==> src/rtl/rvm_shift_seq_pkg.sv <==
// Shared constants for the iterative shifter: op encodings, FSM state encodings, op decode helper.
// Rotate support is controlled by the RVM_SHIFT_ROTATE_EN macro.
package rvm_shift_seq_pkg;

    localparam logic [2:0] RVM_SHIFT_NOP = 3'b000;
    localparam logic [2:0] RVM_SHIFT_SLL = 3'b001;
    localparam logic [2:0] RVM_SHIFT_SRL = 3'b010;
    localparam logic [2:0] RVM_SHIFT_SRA = 3'b011;
    localparam logic [2:0] RVM_SHIFT_ROL = 3'b101;
    localparam logic [2:0] RVM_SHIFT_ROR = 3'b110;

    typedef enum logic [1:0] {
        RVM_SHIFT_ST_IDLE  = 2'd0,
        RVM_SHIFT_ST_SHIFT = 2'd1,
        RVM_SHIFT_ST_DONE  = 2'd2
    } shift_state_e;

    // True for ops that walk through SHIFT; everything else completes as NOP.
    function automatic logic op_is_shift(input logic [2:0] op);
        logic r;
        r = (op == RVM_SHIFT_SLL) || (op == RVM_SHIFT_SRL) || (op == RVM_SHIFT_SRA);
`ifdef RVM_SHIFT_ROTATE_EN
        r = r || (op == RVM_SHIFT_ROL) || (op == RVM_SHIFT_ROR);
`endif
        return r;
    endfunction

endpackage

==> src/rtl/rvm_shift_step.sv <==
// Combinational single-step unit: shifts data by amt (0..STEP) positions for the given op.
// Rotate paths exist only when RVM_SHIFT_ROTATE_EN is defined.
module rvm_shift_step
    import rvm_shift_seq_pkg::*;
#(
    parameter int XLEN = 32,
    parameter int STEP = 4,
    localparam int AW  = $clog2(STEP + 1)
) (
    input  logic [XLEN-1:0] data,
    input  logic [AW-1:0]   amt,
    input  logic [2:0]      op,
    input  logic            sign,
    output logic [XLEN-1:0] shifted
);

    logic [XLEN-1:0] fill;

    // Top amt bits set to the latched sign; amt=0 gives no fill.
    assign fill = {XLEN{sign}} & ~({XLEN{1'b1}} >> amt);

`ifdef RVM_SHIFT_ROTATE_EN
    localparam int SW = $clog2(XLEN) + 1;
    logic [SW-1:0] inv_amt;
    assign inv_amt = SW'(XLEN) - SW'(amt);
`endif

    always_comb begin
        shifted = '0;
        case (op)
            RVM_SHIFT_SLL: shifted = data << amt;
            RVM_SHIFT_SRL: shifted = data >> amt;
            RVM_SHIFT_SRA: shifted = (data >> amt) | fill;
`ifdef RVM_SHIFT_ROTATE_EN
            RVM_SHIFT_ROL: shifted = (data << amt) | (data >> inv_amt);
            RVM_SHIFT_ROR: shifted = (data >> amt) | (data << inv_amt);
`endif
            default:       shifted = '0;
        endcase
    end

endmodule

==> src/rtl/rvm_shift_seq.sv <==
// Iterative handshaked shifter: at most STEP positions per cycle, one request in flight.
// Define RVM_SHIFT_ROTATE_EN to add ROL/ROR; otherwise they complete as NOP.
module rvm_shift_seq
    import rvm_shift_seq_pkg::*;
#(
    parameter int XLEN = 32,
    parameter int STEP = 4,
    parameter int SHW  = $clog2(XLEN)
) (
    input  logic            clk,
    input  logic            resetn,
    input  logic            req_valid,
    output logic            req_ready,
    input  logic [2:0]      req_op,
    input  logic [XLEN-1:0] req_lhs,
    input  logic [SHW-1:0]  req_rhs,
    output logic            rsp_valid,
    input  logic            rsp_ready,
    output logic [XLEN-1:0] rsp_result,
    output logic            busy
);

    localparam int AW = $clog2(STEP + 1);

    // Handshake: a request transfers on a rising edge with req_valid && req_ready,
    // a response transfers on a rising edge with rsp_valid && rsp_ready; both
    // ready/valid outputs depend on registered state only.

    shift_state_e    state;
    shift_state_e    state_next;
    logic [2:0]      op_q;
    logic [XLEN-1:0] data_q;
    logic [SHW-1:0]  count_q;
    logic            sign_q;
    logic [AW-1:0]   amt;
    logic [XLEN-1:0] step_data;
    logic            accept;
    logic            start_shift;
    logic            last_step;

    assign accept      = (state == RVM_SHIFT_ST_IDLE) && req_valid;
    assign start_shift = op_is_shift(req_op);
    assign last_step   = {1'b0, count_q} <= (SHW + 1)'(STEP);

    always_comb begin
        amt = AW'(STEP);
        if ({1'b0, count_q} < (SHW + 1)'(STEP)) begin
            amt = AW'(count_q);
        end
    end

    rvm_shift_step #(
        .XLEN (XLEN),
        .STEP (STEP)
    ) u_step (
        .data    (data_q),
        .amt     (amt),
        .op      (op_q),
        .sign    (sign_q),
        .shifted (step_data)
    );

    always_ff @(posedge clk or negedge resetn) begin
        if (!resetn) begin
            state <= RVM_SHIFT_ST_IDLE;
        end else begin
            state <= state_next;
        end
    end

    always_comb begin
        state_next = state;
        case (state)
            RVM_SHIFT_ST_IDLE: begin
                if (req_valid) begin
                    state_next = start_shift ? RVM_SHIFT_ST_SHIFT : RVM_SHIFT_ST_DONE;
                end
            end
            RVM_SHIFT_ST_SHIFT: begin
                if (last_step) begin
                    state_next = RVM_SHIFT_ST_DONE;
                end
            end
            RVM_SHIFT_ST_DONE: begin
                if (rsp_ready) begin
                    state_next = RVM_SHIFT_ST_IDLE;
                end
            end
            default: state_next = RVM_SHIFT_ST_IDLE;
        endcase
    end

    always_comb begin
        req_ready  = 1'b0;
        rsp_valid  = 1'b0;
        rsp_result = '0;
        busy       = 1'b0;
        case (state)
            RVM_SHIFT_ST_IDLE: req_ready = 1'b1;
            RVM_SHIFT_ST_SHIFT: busy = 1'b1;
            RVM_SHIFT_ST_DONE: begin
                busy       = 1'b1;
                rsp_valid  = 1'b1;
                rsp_result = data_q;
            end
            default: req_ready = 1'b0;
        endcase
    end

    always_ff @(posedge clk or negedge resetn) begin
        if (!resetn) begin
            op_q    <= RVM_SHIFT_NOP;
            data_q  <= '0;
            count_q <= '0;
            sign_q  <= 1'b0;
        end else if (accept) begin
            op_q   <= req_op;
            sign_q <= req_lhs[XLEN-1];
            if (start_shift) begin
                data_q  <= req_lhs;
                count_q <= req_rhs;
            end else begin
                data_q  <= '0;
                count_q <= '0;
            end
        end else if (state == RVM_SHIFT_ST_SHIFT) begin
            data_q  <= step_data;
            count_q <= count_q - SHW'(amt);
        end
    end

endmodule

==> config.mk <==
export PLATFORM = sky130hd
export DESIGN_NAME = rvm_shift_seq
export DESIGN_NICKNAME = d
export VERILOG_FILES = /design/src/rtl/rvm_shift_seq_pkg.sv /design/src/rtl/rvm_shift_step.sv /design/src/rtl/rvm_shift_seq.sv
export SDC_FILE = /design/constraint.sdc
export NUM_CORES = 1
export LEC_CHECK = 0
export CAP_MARGIN = 20
export CORE_MARGIN = 1
export CORE_UTILIZATION = 30
export CTS_BUF_LIST = sky130_fd_sc_hd__clkbuf_16
export DETAILED_ROUTE_END_ITERATION = 16
export GPL_TIMING_DRIVEN = 0
export SYNTH_ARGS = -nofsm -noshare
export SYNTH_HDL_FRONTEND = slang
export SYNTH_SLANG_ARGS = --single-unit
==> constraint.sdc <==
create_clock -name clk -period 3 [get_ports clk]
set_input_delay 0.45 -clock clk [delete_from_list [all_inputs] [get_ports clk]]
set_output_delay 0.45 -clock clk [all_outputs]
set_load 0.02 [all_outputs]
# Word level (Yosys, flattened, before mapping)
# Index checks and enable logic that the tools add are counted.
[totals]
ff_bits = 43
in_bits = 44
output_inout_bits = 35
wordCells = 49
[op_classes]
addsub = 1
n_lt_le_gt_ge = 2
n_eq_ne = 11
shift = 3
mux = 17
n_bitwise = 3
reduce_logical = 7
[ops]
columns = ["cell", "count"]
rows = [
  ["32-bit two-way mux", 4],
  ["32-bit one-hot mux with 3 select lines", 1],
  ["32-bit AND", 1],
  ["32-bit NOT", 1],
  ["32-bit bitwise OR", 1],
  ["32-bit by 3-bit << shifter with 32-bit output", 1],
  ["32-bit by 3-bit right shift with 32-bit output", 1],
  ["32-bit by 3-bit right shift with 32-bit output (first input constant)", 1],
  ["5-bit two-way mux", 3],
  ["3-bit by 2-bit equality test with 1-bit output (second input constant)", 4],
  ["2-bit two-way mux", 4],
  ["3-bit by 1-bit equality test with 1-bit output (second input constant)", 2],
  ["2-bit inequality test (second input constant)", 3],
  ["2-bit one-hot mux with 3 select lines", 1],
  ["5-bit by 3-bit less-or-equal comparator with 1-bit output (second input constant)", 1],
  ["5-bit by 3-bit less-than comparator with 1-bit output (second input constant)", 1],
  ["5-bit by 3-bit subtractor with 5-bit output", 1],
  ["1-bit two-way mux", 3],
  ["3-bit two-way mux", 1],
  ["3-bit AND reduction", 1],
  ["2-bit by 1-bit equality test with 1-bit output (second input constant)", 1],
  ["2-bit equality test (second input constant)", 1],
  ["2-bit logical NOT", 1],
  ["1-bit logical OR", 2],
  ["3 further kinds", 3],
]

# Longest topological paths before layout
[logic_depth]
word_depth = 9
mapped_depth = 10
ltp_nobuf = 7

# Cells and area by module
# From an unflattened synthesis, not the netlist that was laid out.
[hier_totals]
hier_cells = 553
hier_area_um2 = 4635.7
[modules_own_cells]
columns = ["mod", "n_inst", "cells_per_inst", "area_per_inst_um2", "seq_area_each_um2"]
rows = [
  ["rvm_shift_seq", 1, 275, 2343.5, 1076.0],
  ["rvm_shift_step", 1, 278, 2292.2, 0.0],
]

# Worst setup path after synthesis
# No wires, ideal clock.
[synth_timing]
path_type = "flip-flop to flip-flop"
start = "register count_q[1]"
end = "register count_q[2]"
setup_ns = 0.136
t_arrival_ns = 2.256
t_required_ns = 2.864
path_slack_ns = 0.608
path_stages_with_launch = 9
n_path_buf = 3
period_less_slack_ns = 2.392
cell_sequence = "dfrtp_1 -> clkbuf_1 -> clkbuf_1 -> buf_1 -> nand2_1 -> ha_1 -> or4_1 -> a32oi_1 -> o21ai_0"
[synth_between]
elab_chain_cells = 5
[synth_rtl]
columns = ["element", "line", "source"]
rows = [
  ["start, declared", "rvm_shift_seq.sv:33", "logic [SHW-1:0] count_q;"],
  ["start signal, assigned", "rvm_shift_seq.sv:121", "count_q <= req_rhs;"],
  ["start signal, assigned", "rvm_shift_seq.sv:128", "count_q <= count_q - SHW'(amt);"],
  ["5-bit by 3-bit less-than comparator with 1-bit output", "rvm_shift_seq.sv:47", "if ({1'b0, count_q} < (SHW + 1)'(STEP)) begin"],
  ["3-bit two-way mux", "rvm_shift_seq.sv:47", ""],
  ["5-bit by 3-bit subtractor with 5-bit output *", "rvm_shift_seq.sv:128", ""],
  ["5-bit two-way mux *", "rvm_shift_seq.sv:126", "end else if (state == RVM_SHIFT_ST_SHIFT) begin"],
  ["5-bit two-way mux *", "rvm_shift_seq.sv:116", "end else if (accept) begin"],
]
# Mark *: on every way between the ends. The rest lies on a longest branch, timed or not. The select of a mux whose other input is x is not followed.
# A chain may end at the register's enable or synchronous reset.

# Final worst setup path
[layout_timing]
start = "register state[1]"
end = "register data_q[10]"
[layout_between]
elab_chain_cells = 3
elab_cells_between_ends = 5
cone_classes = "eq/ne (1); mux (1); reduce/logical (3)"
[layout_rtl]
columns = ["element", "line", "source"]
rows = [
  ["start, declared", "rvm_shift_seq.sv:29", "shift_state_e state;"],
  ["start signal, assigned", "rvm_shift_seq.sv:67", "state <= state_next;"],
  ["2-bit logical NOT", "rvm_shift_seq.sv:41", "assign accept = (state == RVM_SHIFT_ST_IDLE) && req_valid;"],
  ["1-bit logical AND", "rvm_shift_seq.sv:41", ""],
  ["32-bit two-way mux or 2-bit nonzero test (tied branches)", "-", ""],
  ["end signal, assigned", "rvm_shift_seq.sv:120", "data_q <= req_lhs;"],
  ["end signal, assigned", "rvm_shift_seq.sv:127", "data_q <= step_data;"],
  ["end, declared", "rvm_shift_seq.sv:32", "logic [XLEN-1:0] data_q;"],
]
# Parallel ways exist; a longest one is shown, timed or not.

==> summary.txt <==
Power and ir drop
  • Combinational share of power: 0.749
  • Net Sw Frac: 0.565
  • Pint: around 0.003 W
  • Peak VDD IR: about 0.00055 V
  • Clock share of power: 0.098
  • P per Cell Area: ~1100 mW/mm^2
  • Sw power: approximately 0.0038 W
  • Leakage power of the design: about 2.3 nW
  • Register share of total power: 0.153

Global route
  • Vias in the first global route: approximately 5,800
  • Total GRT Usage: 0.309
  • First-pass GRT wire length: around 37,000 um
  • GRT overflow: 0
  • Initial antenna violation count: 0
  • Largest net degree at the start of global routing: 28

Synth
  • Post-synth top area share: 0.224
  • Mapped Area: 0.00479 sq mm
  • Proportion of synthesized flip-flops having asynchronous set or reset: 1.00
  • Yosys warnings: 0
  • Yosys cell types: 68
  • Syn Nets: 697
  • Top post-synthesis cells by area: dfrtp_1, nand2_1, mux4_2
  • Post-synth top cells: nand2_1, clkbuf_1, dfrtp_1, nor2_1
  • Synth Flop Type: dfrtp_1
  • Most frequent cell after synthesis: nand2_1
  • Flops & latches, synth: 43
  • Post-synth top area cell: dfrtp_1
  • Seq/Total Area, Yosys: 0.224
  • Post-synth EDFFs: 0
  • Mean post-synth cell area: around 7.4 sq um
  • Post-Synthesis Cells: between 600 and 700

Clock tree
  • Clock root cell: clkbuf_16
  • Num CTS Buffers: 5
  • H-tree levels: 2
  • Clk pin slew, worst setup/hold paths: approximately 70 ps
  • Worst skew pair latency: ~310 ps
  • TritonCTS clock tree: built
  • CTS max path bufs: 2
  • CTS Sinks: 43

Critical path
  • Max incr delay on CP: roughly 620 ps
  • Critical Path RT: about 3200 ps
  • Worst Path Arrival: around 3200 ps
  • CP Launch Type: register
  • Crit-path cells: inv_1 > ha_1 > clkbuf_1 > nand2_1 > nor2_1 > o221ai_1 > o211ai_1
  • Worst setup EP type: register
  • Worst path slowest cell: clkbuf_1
  • CP Max Fanout: 10
  • Reg2Reg Depth: 7
  • Crit path kind: register to register

Worst hold path
  • Worst Hold Class: input pin to asynchronous set/reset pin

STA
  • Fin crit share: 0.989
  • Final Max Tran Viols: 0
  • Clock period minus worst slack: just under 3000 ps
  • Final setup fails: 0
  • Fin worst setup slack: about 33 ps
  • RSZ-0062 raised after global routing: false
  • Max Clock Skew: 11.9 ps
  • Measured slew at the worst slew-check pin: 1180 ps
  • Fmax: roughly 0.34 GHz
  • Relative slew slack: 0.212
  • Final Hold Viols: 0

Run status
  • Outcome: finished, final reports clean

Place
  • Port Buffers: 78
  • DP Worst Slack: -475 ps
  • GPL Wtd Cong: 1.00
  • Hpwl dp: between 15,000 and 20,000 um

Layout
  • Final core occ: 0.394
  • Ant diodes: 0
  • Synth-to-layout area growth: 26.2%
  • Filler instances: roughly 1,600
  • Layout cells sized above 1: 0.0866
  • Net count, final: 786

Die
  • Core Box Area: approximately 0.015 sq mm
  • Rows: 45
  • Starting Density: 0.312
  • I/O Pins: roughly 80
  • Die height: around 130 um
  • Die W: approximately 130 um
  • Overall die area: roughly 0.016 sq mm

Route
  • DRC: 0
  • Antenna viol nets, final: 0
  • Iteration-0 DRC Markers: approximately 1,000
  • Vias: around 6,100
  • Via/cell ratio: about 6.4
  • Wirelength, routed: between 20,000 and 30,000 um
  • Drt pass-1 iters: 8
  • DR WL/cell: 26.5 um

Run
  • Max Cap Viol: 0
## cells by family after synthesis
family | share of synthesized area
AND/OR/NAND/NOR | 0.274
AO/OA/AOI/OAI | 0.272
buffers and inverters | 0.0741
multiplexers | 0.144
flip-flops | 0.224
adder cells (fa/ha/maj) | 0.0104
other | 0.000782
## cells in the final DEF, fill, tap and decap left out, types with 5 or more instances in the layout
cell	count
a211oi_1	7
a32oi_1	6
a31oi_1	10
clkbuf_16	5
a21oi_1	39
a21o_1	5
a221oi_1	15
and2_1	33
clkdlybuf4s50_1	77
nor2_1	39
o21ai_0	39
buf_2	21
mux2_2	5
mux2i_1	26
or3_1	5
clkbuf_1	47
nor3_1	9
clkbuf_2	6
nand4_1	6
dfrtp_1	43
buf_1	5
nand2_1	130
a2111oi_0	7
a22oi_1	8
nand3_1	31
a22o_1	5
mux4_2	12
o211ai_1	5
inv_1	7
## repair_timing
action	in CTS	in global routing
hold buffers	0	0
resized for setup	5	6
buffers inserted	0	0
setup endpoints to repair	24	17
pin swaps	0	0
## layer usage
layer	share of wire	vias to the layer above	global-route usage
met5	0.0023	-	0.0324
met4	0.055	2	0.175
met2	0.42	563	0.441
met1	0.39	2859	0.405
met3	0.14	119	0.100
li1	-	2573	-
## worst max-delay path, delay by kind of cell (launching register included)
family / cells / cell delay [ps]
AOI/OAI and AO/OA: 2 / 480
adders and majority gates: 1 / 260
buffers and inverters: 2 / 720
DFF: 1 / 400
and+or+nand+nor: 2 / 1010
## state kept, by name, summed over array words and instances, names as in the netlist
name	cells
count_q	5
state	2
sign_q	1
op_q	3
data_q	32
## per-stage QoR
stage | instance area [sq um] | power, W | instances | hold slack (ps) | TNS, ps
6_report | 6050 | 0.00675 | 950 | 104 | 0
5_1_grt | 6050 | 0.00701 | 950 | 141 | 0
4_1_cts | 6040 | 0.00650 | 950 | 117 | 0
3_5_place_dp | 5870 | 0.00582 | 942 | 445 | -8790
3_3_place_gp | 5840 | 0.00583 | 938 | 488 | -10240
2_1_floorplan | 4790 | 0.00402 | 649 | 154 | 0
## power by group through the flow
stage / logic (W) / registers [W] / clock network (W)
2_1_floorplan: 0.00306 / 0.000964 / 0
3_3_place_gp: 0.00480 / 0.00103 / 0
3_5_place_dp: 0.00479 / 0.00103 / 0
4_1_cts: 0.00482 / 0.00102 / 0.000666
5_1_grt: 0.00527 / 0.00106 / 0.000681
6_report: 0.00505 / 0.00103 / 0.000660
## final timing paths
path / from / to / slack [ps]
worst max-delay path: state[1] / data_q[10] / 30
worst min-delay path: resetn / data_q[20] / 100
worst max register to register: state[1] / data_q[10] / 30
worst min register to register: sign_q / sign_q / 520
max in group asynchronous: resetn / data_q[8] / 2350
min in group clk: sign_q / sign_q / 520
## final cells by class
type / count / area [sq um] / share of cell area
Buffer: 78 / 334 / 0.0552
Clock buffer: 5 / 125 / 0.0207
Clock inverter: 3 / 38.8 / 0.00641
Inverter: 8 / 30.0 / 0.00496
Multi-Input combinational cell: 520 / 3370 / 0.557
Sequential cell: 43 / 1080 / 0.178
Tap cell: 211 / 264 / 0.0436
Timing Repair Buffer: 82 / 813 / 0.134
Note: power is estimated with default switching activity, not from simulation.
